--- config.mk ---
export PLATFORM = sky130hd
export DESIGN_NAME = gpif_burst_reader
export DESIGN_NICKNAME = d
export VERILOG_FILES = /design/src/rtl/gpif_burst_reader_pkg.sv /design/src/rtl/gpif_burst_reader.sv
export SDC_FILE = /design/constraint.sdc
export NUM_CORES = 1
export LEC_CHECK = 0
export CORE_MARGIN = 2
export CORE_UTILIZATION = 43
export CTS_BUF_LIST = sky130_fd_sc_hd__clkbuf_4 sky130_fd_sc_hd__clkbuf_8 sky130_fd_sc_hd__clkbuf_16
export DETAILED_ROUTE_END_ITERATION = 12
export MAX_ROUTING_LAYER = met4
export PLACE_DENSITY = 0.73
export SLEW_MARGIN = 5
export SYNTH_ARGS = -nofsm -noshare
export SYNTH_HDL_FRONTEND = slang
export SYNTH_SLANG_ARGS = --single-unit
--- constraint.sdc ---
create_clock -name gpif_clk -period 2.75 [get_ports gpif_clk]
set_clock_uncertainty 0.1 [all_clocks]
set_input_delay 0.55 -clock gpif_clk [delete_from_list [all_inputs] [get_ports gpif_clk]]
set_output_delay 0.55 -clock gpif_clk [all_outputs]
set_load 0.1 [all_outputs]
--- src/rtl/gpif_burst_reader_pkg.sv ---
// Shared definitions for the GPIF burst reader: FSM encoding, burst-length limits and
// the word-counter width helper.
package gpif_burst_reader_pkg;

  typedef enum logic [1:0] {
    StIdle  = 2'd0,
    StReady = 2'd1,
    StBurst = 2'd2,
    StTurn  = 2'd3
  } gpif_state_e;

  localparam int unsigned BurstWordsMin = 2;
  localparam int unsigned BurstWordsMax = 4096;

  // Counter spans 0..words-1; out-of-range lengths are clamped so the width stays sane.
  function automatic int unsigned cnt_width(input int unsigned words);
    int unsigned w;
    w = words;
    if (w < BurstWordsMin) w = BurstWordsMin;
    if (w > BurstWordsMax) w = BurstWordsMax;
    return $clog2(w);
  endfunction

endpackage

--- src/rtl/gpif_burst_reader.sv ---
// Streams words from an upstream 16-bit FIFO to a GPIF host in bounded bursts,
// padding on underrun and flagging the last word of each burst.
module gpif_burst_reader
  import gpif_burst_reader_pkg::*;
#(
  parameter int unsigned BURST_WORDS = 256,
  parameter logic [15:0] PAD_WORD    = 16'h0000
) (
  input  logic        gpif_clk,
  input  logic        gpif_rst,
  input  logic        clear,
  input  logic [15:0] in_data,
  input  logic        in_valid,
  input  logic        in_eof,
  input  logic        in_has_data,
  output logic        in_enable,
  input  logic        gpif_rd,
  output logic        gpif_rdy,
  output logic [15:0] gpif_dout,
  output logic        gpif_dout_vld,
  output logic        gpif_eop,
  output logic        underrun
);

  localparam int unsigned     CntW    = cnt_width(BURST_WORDS);
  localparam logic [CntW-1:0] LastCnt = CntW'(BURST_WORDS - 1);

  gpif_state_e     state_q;
  logic [CntW-1:0] cnt_q;
  logic [15:0]     dout_q;
  logic            vld_q;
  logic            eop_q;
  logic            underrun_q;

  logic window_open;
  logic beat;
  logic term;

  assign window_open = (state_q == StReady) || (state_q == StBurst);
  assign beat        = gpif_rd && window_open;
  // A pad beat (in_valid=0) can only end the burst on the length limit, never on in_eof.
  assign term        = beat && ((cnt_q == LastCnt) || (in_valid && in_eof));

  // Gated by reset so no upstream word is popped and then discarded.
  assign in_enable     = beat && in_valid && !gpif_rst;
  assign gpif_rdy      = window_open;
  assign gpif_dout     = dout_q;
  assign gpif_dout_vld = vld_q;
  assign gpif_eop      = eop_q;
  assign underrun      = underrun_q;

  always_ff @(posedge gpif_clk) begin
    if (gpif_rst) begin
      state_q    <= StIdle;
      cnt_q      <= '0;
      dout_q     <= '0;
      vld_q      <= 1'b0;
      eop_q      <= 1'b0;
      underrun_q <= 1'b0;
    end else begin
      vld_q <= beat;
      eop_q <= term;
      if (beat) begin
        dout_q <= in_valid ? in_data : PAD_WORD;
      end

      if (beat && !in_valid) begin
        underrun_q <= 1'b1;
      end else if (clear) begin
        underrun_q <= 1'b0;
      end

      unique case (state_q)
        StIdle: begin
          if (in_has_data) begin
            state_q <= StReady;
            cnt_q   <= '0;
          end
        end
        StReady, StBurst: begin
          if (beat) begin
            if (term) begin
              state_q <= StTurn;
            end else begin
              state_q <= StBurst;
              cnt_q   <= cnt_q + CntW'(1);
            end
          end
        end
        StTurn: begin
          state_q <= StIdle;
        end
        default: begin
          state_q <= StIdle;
        end
      endcase
    end
  end

endmodule

# Yosys cells after proc, flatten, opt, wreduce, memory -nomap -nowiden
# Cells that the tools add are included.
# word_totals
ff_bits	29
inputBits	23
# op_classes
add_sub_neg	1
n_eq_ne	7
mux	11
reduce_logical	16
# ops
cell	n
$mux 8	3
$mux 16	1
$pmux 8 s2	1
$add 8x1->8 const B	1
$eq 8x8->1 const B	1
$logic_and 1x1->1	6
$ne 2x2->1 const B	3
$pmux 2 s3	1
$eq 2x2->1 const B	2
$mux 2	2
$reduce_and 4->1	1
$reduce_bool 2->1	2
$mux 1	3
$eq 2x1->1 const B	1
$logic_not 1->1	2
$logic_not 2->1	1
$logic_or 1x1->1	2
$reduce_and 2->1	1
$reduce_or 2->1	1

# Longest topological paths before layout
# Gate-level depths: netlist of run 1.
# depth
ltp_word	7
mapped_depth	9
ltp_nobuf	6

# Least setup slack after synthesis of run 1
# Ideal clock, no wire load.
# synth_path
path_kind	register to output
from	register state_q[1]
to	output port in_enable
t_arrival_ns	2.232
setup_slack_ns	-0.132
stages_incl_launch_ff	9
path_buffers	3
path_cell_list	dfxtp_1 > inv_1 > ha_1 > buf_6 > nand2_2 > nor2_1 > and2_1 > buf_2 > buf_6
# synth_via
elab_chain_cells	5
# synth_rtl
element	line_no	rtl
from (decl)	gpif_burst_reader.sv:28	gpif_state_e state_q;
from (signal assigned)	gpif_burst_reader.sv:54	state_q <= StIdle;
from (signal assigned)	gpif_burst_reader.sv:76	state_q <= StReady;
from (signal assigned)	gpif_burst_reader.sv:83	state_q <= StTurn;
$eq 2x1->1 or $eq 2x2->1 (tied branches)	gpif_burst_reader.sv:39	assign window_open = (state_q == StReady) || (state_q == StBurst);
$logic_or 1x1->1 (*)	gpif_burst_reader.sv:39	
net gpif_rdy	gpif_burst_reader.sv:18	output logic gpif_rdy,
$logic_and 1x1->1 (*)	gpif_burst_reader.sv:40	assign beat = gpif_rd && window_open;
$logic_and 1x1->1 (*) (2 in a row)	gpif_burst_reader.sv:45	assign in_enable = beat && in_valid && !gpif_rst;
to (decl)	gpif_burst_reader.sv:16	output logic in_enable,
# The timed path passes the listed nets; every way through them passes the cells marked *.

# Worst setup path after layout of run 1
# layout_path
from	input port gpif_rd
to	output port in_enable
# layout_via
elab_chain_cells	3
# layout_rtl
element	line_no	rtl
from (decl)	gpif_burst_reader.sv:17	input logic gpif_rd,
$logic_and 1x1->1	gpif_burst_reader.sv:40	
$logic_and 1x1->1 (2 in a row)	gpif_burst_reader.sv:45	
# No other way between the ends.

==> impl_metrics.py, run 1 <==
metrics = {
    "logic_synthesis": {
        "ys_seq_area_share_pct": 47.59,
        "netlist.area_leader.share_pct": 47.59,
        "ys_seq_elements": 29,
        "netlist_instances": 118,
        "syn_nets": 144,
        "synth_edf_count": 0,
        "synth_cell_types": 34,
        "syn_area_um2": 1220,
        "syn_avg_cell_area_um2": 10.34,
        "yosysTopAreaCell": "dfxtp_1",
        "yosys_warnings": 0,
        "async_reset_ff_share_pct": 0,
        "synth_flop_cell": "dfxtp_1",
        "synth_area_leaders": "dfxtp_1 (48%), a22o_1 (11%), o41ai_1 (3.6%)",
        "synth.most_common_cell": "dfxtp_1",
        "synth_commonest_cells": "dfxtp_1 (29), a22o_1 (16), inv_1 (7)",
    },
    "detailed_routing": {
        "met3_length_um": 171,
        "viasPerCell": 5.505,
        "top_layer_used": "met4",
        "wl_met2_um": 1244,
        "drc_errors": 0,
        "met1_length_um": 1355,
        "vias": 1079,
        "avgRoutedWirePerCell_um": 14.39,
        "drtAntennaViolNets": 0,
        "drtIter0Drc": 29,
        "drtPass1Iterations": 4,
        "drt-total-wl_um": 2820,
    },
    "die": {
        "initial_core_util_pct": 44.62,
        "rows": 19,
        "die-area_um2": 3279,
        "core_um2": 2734,
        "num_io_pins": 44,
        "dieHeight_um": 57.27,
        "die_w_um": 57.27,
    },
    "min_path": {
        "worstHoldPathType": "register to register",
    },
    "placed_design": {
        "dp_hpwl_um": 2068,
        "portBuffers": 43,
        "gp_congestion": 0.8352,
    },
    "final_layout": {
        "drive_above_1_share_pct": 23.64,
        "area_growth_pct": 42.46,
        "antenna_cells": 0,
        "fin_util_pct": 63.57,
        "fillers": 212,
        "register_area_um2": 580.6,
        "multi_input_area_um2": 584.3,
        "final_nets": 190,
    },
    "clock_tree": {
        "cts_max_level": 2,
        "clock_latency_ns": 0.33,
        "cts_buffer_depth": 2,
        "cts.clk_slew.worst_paths_ns": 0.10,
        "root_buffer": "clkbuf_4",
        "clkSinkCount": 29,
        "tritoncts": "done",
        "cts_made_buffers": 5,
    },
    "worst_setup_path": {
        "slowest_delay_ns": 0.60,
        "cp.arrival_ns": 1.85,
        "cp_max_fo": 5,
        "crit_type": "input pin to output port",
        "worstSetupEndpointType": "output port",
        "start_kind": "input pin",
        "regToRegSetupSlack_ns": 0.72,
        "crit_path_cell_trace": "clkdlybuf4s50_1 > nand2_2 > nor2_1 > and2_1 > buf_12",
        "crit_path_top_delay_cell": "clkdlybuf4s50_1",
        "required_ns": 2.10,
    },
    "sta": {
        "tns_ns": 0,
        "period_needed_ns": 2.498,
        "drv_slew": 0,
        "final_hold_viol_count": 0,
        "fmax_mhz": 400.3,
        "maxSlewHeadroom_pct": 24.06,
        "period_share_pct": 90.84,
        "hold_ws_ns": 0.3792,
        "finalSetupViolCount": 0,
        "grt_setup_unrepaired": "false",
        "worst_pin_slew_ns": 1.139,
    },
    "pwr": {
        "pwr_density_cell_nw_per_um2": 777.7,
        "power.total_mw": 1.352,
        "p_leak_nw": 0.6930,
        "ir_drop_mv": 0.5535,
    },
    "flow_run": {
        "cap_violations": 0,
    },
    "status": {
        "status": "finished, final reports clean",
    },
    "global_route": {
        "grt_antenna_before_repair": 0,
        "grt_first_pass_wirelength_um": 4636,
        "track_usage_pct": 18.80,
        "grt_max_degree": 17,
        "gr-total-overflow": 0,
        "grt_pass1_vias": 988,
    },
}
## cell type report
class	instances	share of cell area, %
tap	31	2.232
inverter	7	1.512
clock buffer	5	2.160
clock inverter	3	3.744
sequential	29	33.41
timing repair buffer	45	23.33
multi-input combinational	76	33.62
## cells in the final DEF, fill, tap and decap left out, drive strengths merged, types with 3 or more instances in the layout
cell type | synthesis | routed
dfxtp | 29 | 29
buf | 5 | 23
clkdlybuf4s50 | 0 | 22
a22o | 16 | 16
inv | 7 | 7
nor2 | 6 | 6
nand2 | 6 | 6
a21oi | 5 | 5
o41ai | 5 | 5
clkbuf | 1 | 5
nand3 | 5 | 5
nor2b | 4 | 4
o21ai | 3 | 3
nor3 | 3 | 3
ha | 3 | 3
## routing by layer
metal	up-vias	global-route usage, %
met1	492	24.50
li1	546	-
met2	34	26.77
met4	0	7.641
met3	7	6.349
met5	-	-
## sequential cells by signal, indices dropped and copies added (netlist names)
name           flops
state_q            2
cnt_q              8
gpif_eop           1
gpif_dout         16
gpif_dout_vld      1
underrun           1
## stage by stage
stage                     worst slack (ns)  area, um^2  cells
after detailed placement            0.2329        1625    188
after CTS                           0.1157        1728    196
final                               0.2519        1738    196
after global routing                0.1404        1738    196
after floorplan                     0.1017        1222    118
after global placement              0.2732        1625    188
## worst paths after layout
check / startpoint / to / depth (start not counted)
max: gpif_rd / in_enable / 5
min: gpif_dout[5] / gpif_dout[5] / 1
max reg2reg: state_q[0] / gpif_dout[15] / 4
min reg2reg: gpif_dout[5] / gpif_dout[5] / 1
## kinds of logic (layout without fill, tap and decap cells)
family          count (synthesis)  after routing  share of synthesized area [%]
compound gates                 43             43                          29.43
fa+ha+maj                       3              3                          3.077
buf+inv                        13             60                          5.538
flops                          29             29                          47.59
simple gates                   30             30                          14.36
## power by group
group / switching (mW) / internal, mW
Clock: 0.149 / 0.281
Combinational: 0.321 / 0.140
Sequential: 0.0144 / 0.446
Total: 0.484 / 0.868
## critical path, delay by kind of cell
family                 cells  cell delay, ns
buffers and inverters      2            0.79
AND/OR/NAND/NOR            3            0.50
## timing repair
item | 4_1_cts | 5_1_grt
setup buffers | 0 | 0
gates resized for setup | 0 | 1
hold buffers | 0 | 0
setup endpoints to repair | 0 | 1
hold endpoints to repair | 0 | 0
(Power assumes the default switching activity.)
==> inputs of run 2 (changes only) <==
--- a/config.mk
+++ b/config.mk
@@ -5,9 +5,9 @@
 export SDC_FILE = /design/constraint.sdc
 export NUM_CORES = 1
 export LEC_CHECK = 0
-export CORE_MARGIN = 2
 export CORE_UTILIZATION = 43
 export CTS_BUF_LIST = sky130_fd_sc_hd__clkbuf_4 sky130_fd_sc_hd__clkbuf_8 sky130_fd_sc_hd__clkbuf_16
+export CTS_CLUSTER_SIZE = 14
 export DETAILED_ROUTE_END_ITERATION = 12
 export MAX_ROUTING_LAYER = met4
 export PLACE_DENSITY = 0.73
==> run 2 against run 1 <==
Against the previous run: global-route usage up 3.4 points; via count is 2.6% higher; wire length is 6.9% higher; fmax about the same; non-clock buffer count is 1 higher; final area shrank 2.4%; flip-flop and latch count unchanged; first-iteration DRC count down 6.9%; total power is 13% lower; clock power is 42% lower; setup slack barely moved.
==> impl_metrics.py, run 2 (same netlist as run 1, synthesis figures left out) <==
metrics = {
    "detailed_routing": {
        "vias": 1107,
        "drtPass1Iterations": 5,
        "drt-total-wl_um": 3015,
        "avgRoutedWirePerCell_um": 15.38,
        "viasPerCell": 5.648,
        "drtAntennaViolNets": 0,
        "drc_errors": 0,
        "drtIter0Drc": 27,
    },
    "die": {
        "core_um2": 2567,
        "initial_core_util_pct": 47.51,
        "die_w_um": 55.27,
        "die-area_um2": 3054,
        "dieHeight_um": 55.27,
        "rows": 18,
        "num_io_pins": 44,
    },
    "sta": {
        "tns_ns": 0,
        "period_share_pct": 90.83,
        "period_needed_ns": 2.498,
        "fmax_mhz": 400.4,
        "drv_slew": 0,
        "final_hold_viol_count": 0,
        "finalSetupViolCount": 0,
        "worst_pin_slew_ns": 1.213,
        "maxSlewHeadroom_pct": 19.11,
        "setup_slack_ns": 0.2523,
        "grt_setup_unrepaired": "false",
    },
    "clock_tree": {
        "cts-hold-fix-buffers": 0,
        "tritoncts": "done",
        "cts_buffer_depth": 2,
        "clock_latency_ns": 0.34,
        "clkSinkCount": 29,
        "root_buffer": "clkbuf_4",
        "cts_made_buffers": 5,
        "cts_max_level": 2,
        "cts.clk_slew.worst_paths_ns": 0.10,
    },
    "global_route": {
        "grt_first_pass_wirelength_um": 5099,
        "grt_antenna_before_repair": 0,
        "gr-total-overflow": 0,
        "track_usage_pct": 22.23,
        "grt_max_degree": 17,
        "grt_pass1_vias": 1093,
    },
    "final_layout": {
        "area_growth_pct": 39.08,
        "register_area_um2": 580.6,
        "final_nets": 191,
        "antenna_cells": 0,
        "final_common_cell": "dfxtp_1",
        "mostFrequentLayoutCells": "dfxtp_1 (29), buf_4 (23), clkdlybuf4s50_1 (22)",
        "fillers": 220,
        "multi_input_area_um2": 584.3,
        "drive_above_1_share_pct": 24.10,
        "largest_register_ffs": 16,
    },
    "worst_setup_path": {
        "cp_max_fo": 11,
        "worstSetupEndpointType": "output port",
        "crit_type": "register to output port",
        "reg2regPathDepth": 4,
        "regToRegSetupSlack_ns": 0.63,
        "required_ns": 2.10,
        "cp.arrival_ns": 1.85,
        "start_kind": "register",
    },
    "pwr": {
        "pwr_density_cell_nw_per_um2": 690.3,
        "p_leak_nw": 0.6736,
        "ir_drop_mv": 0.4918,
    },
    "placed_design": {
        "gp_congestion": 0.8153,
        "portBuffers": 43,
        "dp_hpwl_um": 2191,
        "pre_cts_ws_ns": 0.2297,
    },
    "status": {
        "status": "finished, final reports clean",
    },
    "flow_run": {
        "cap_violations": 0,
    },
    "min_path": {
        "min_path_cells": 1,
        "worstHoldPathType": "register to register",
    },
}
[run 2: changes by cell type in the layout (fill, tap and decap cells not counted)]
| cell | previous run | this run |
|---|---|---|
| clkinv_2 | 1 | 2 |
| clkinvlp_4 | 0 | 1 |
| bufinv_16 | 2 | 0 |
| buf_4 | 22 | 23 |
[run 2: routing by layer]
metal	share of wire, %	global-route usage (%)
met5	0	-
met3	7.1	6.089
met2	46	32.70
met1	46	28.17
met4	1.0	10.71
[run 2: power breakdown]
group          switching, mW  internal, mW
clock                  0.153        0.0960
combinational          0.321         0.140
sequential            0.0153         0.446
[run 2: stage by stage]
step                      total power [mW]  hold slack, ns  utilization [%]  instance area, um^2  cells
after floorplan                     0.8199          0.3527                -                 1222    118
after global routing                 1.230          0.4051            66.08                 1697    196
after global placement              0.9129          0.3580            63.55                 1632    188
after detailed placement            0.9182          0.3589            63.55                 1632    188
final                                1.171          0.3831            66.08                 1697    196
after CTS                            1.172          0.3894            65.69                 1687    196
[run 2: final cells by class]
cell class,count,share of cell area [%]
flip-flops and latches,29,34.22
multi-input cells,76,34.44
inverters,7,1.549
well taps,30,2.212
repair buffers,46,24.34
clock inverters,3,1.032
clock buffers,5,2.212
[run 2: worst paths after layout]
path	start	to
max	state_q[1]	in_enable
min	gpif_dout[11]	gpif_dout[11]
max reg2reg	state_q[0]	gpif_dout[7]
min reg2reg	gpif_dout[11]	gpif_dout[11]
[run 2: what timing repair did]
action | CTS | global route
setup endpoints to repair | 0 | 1
resized for setup | 0 | 1
endpoints found under the hold margin | 0 | 0
buffers inserted | 0 | 0
[run 2: worst max-delay path: stages (launching register included)]
cell and delay [ns]:
dfxtp_1 0.36, inv_1 0.08, ha_4 0.36, nand2_2 0.11, nor2_1 0.18, and2_1 0.22, buf_12 0.19
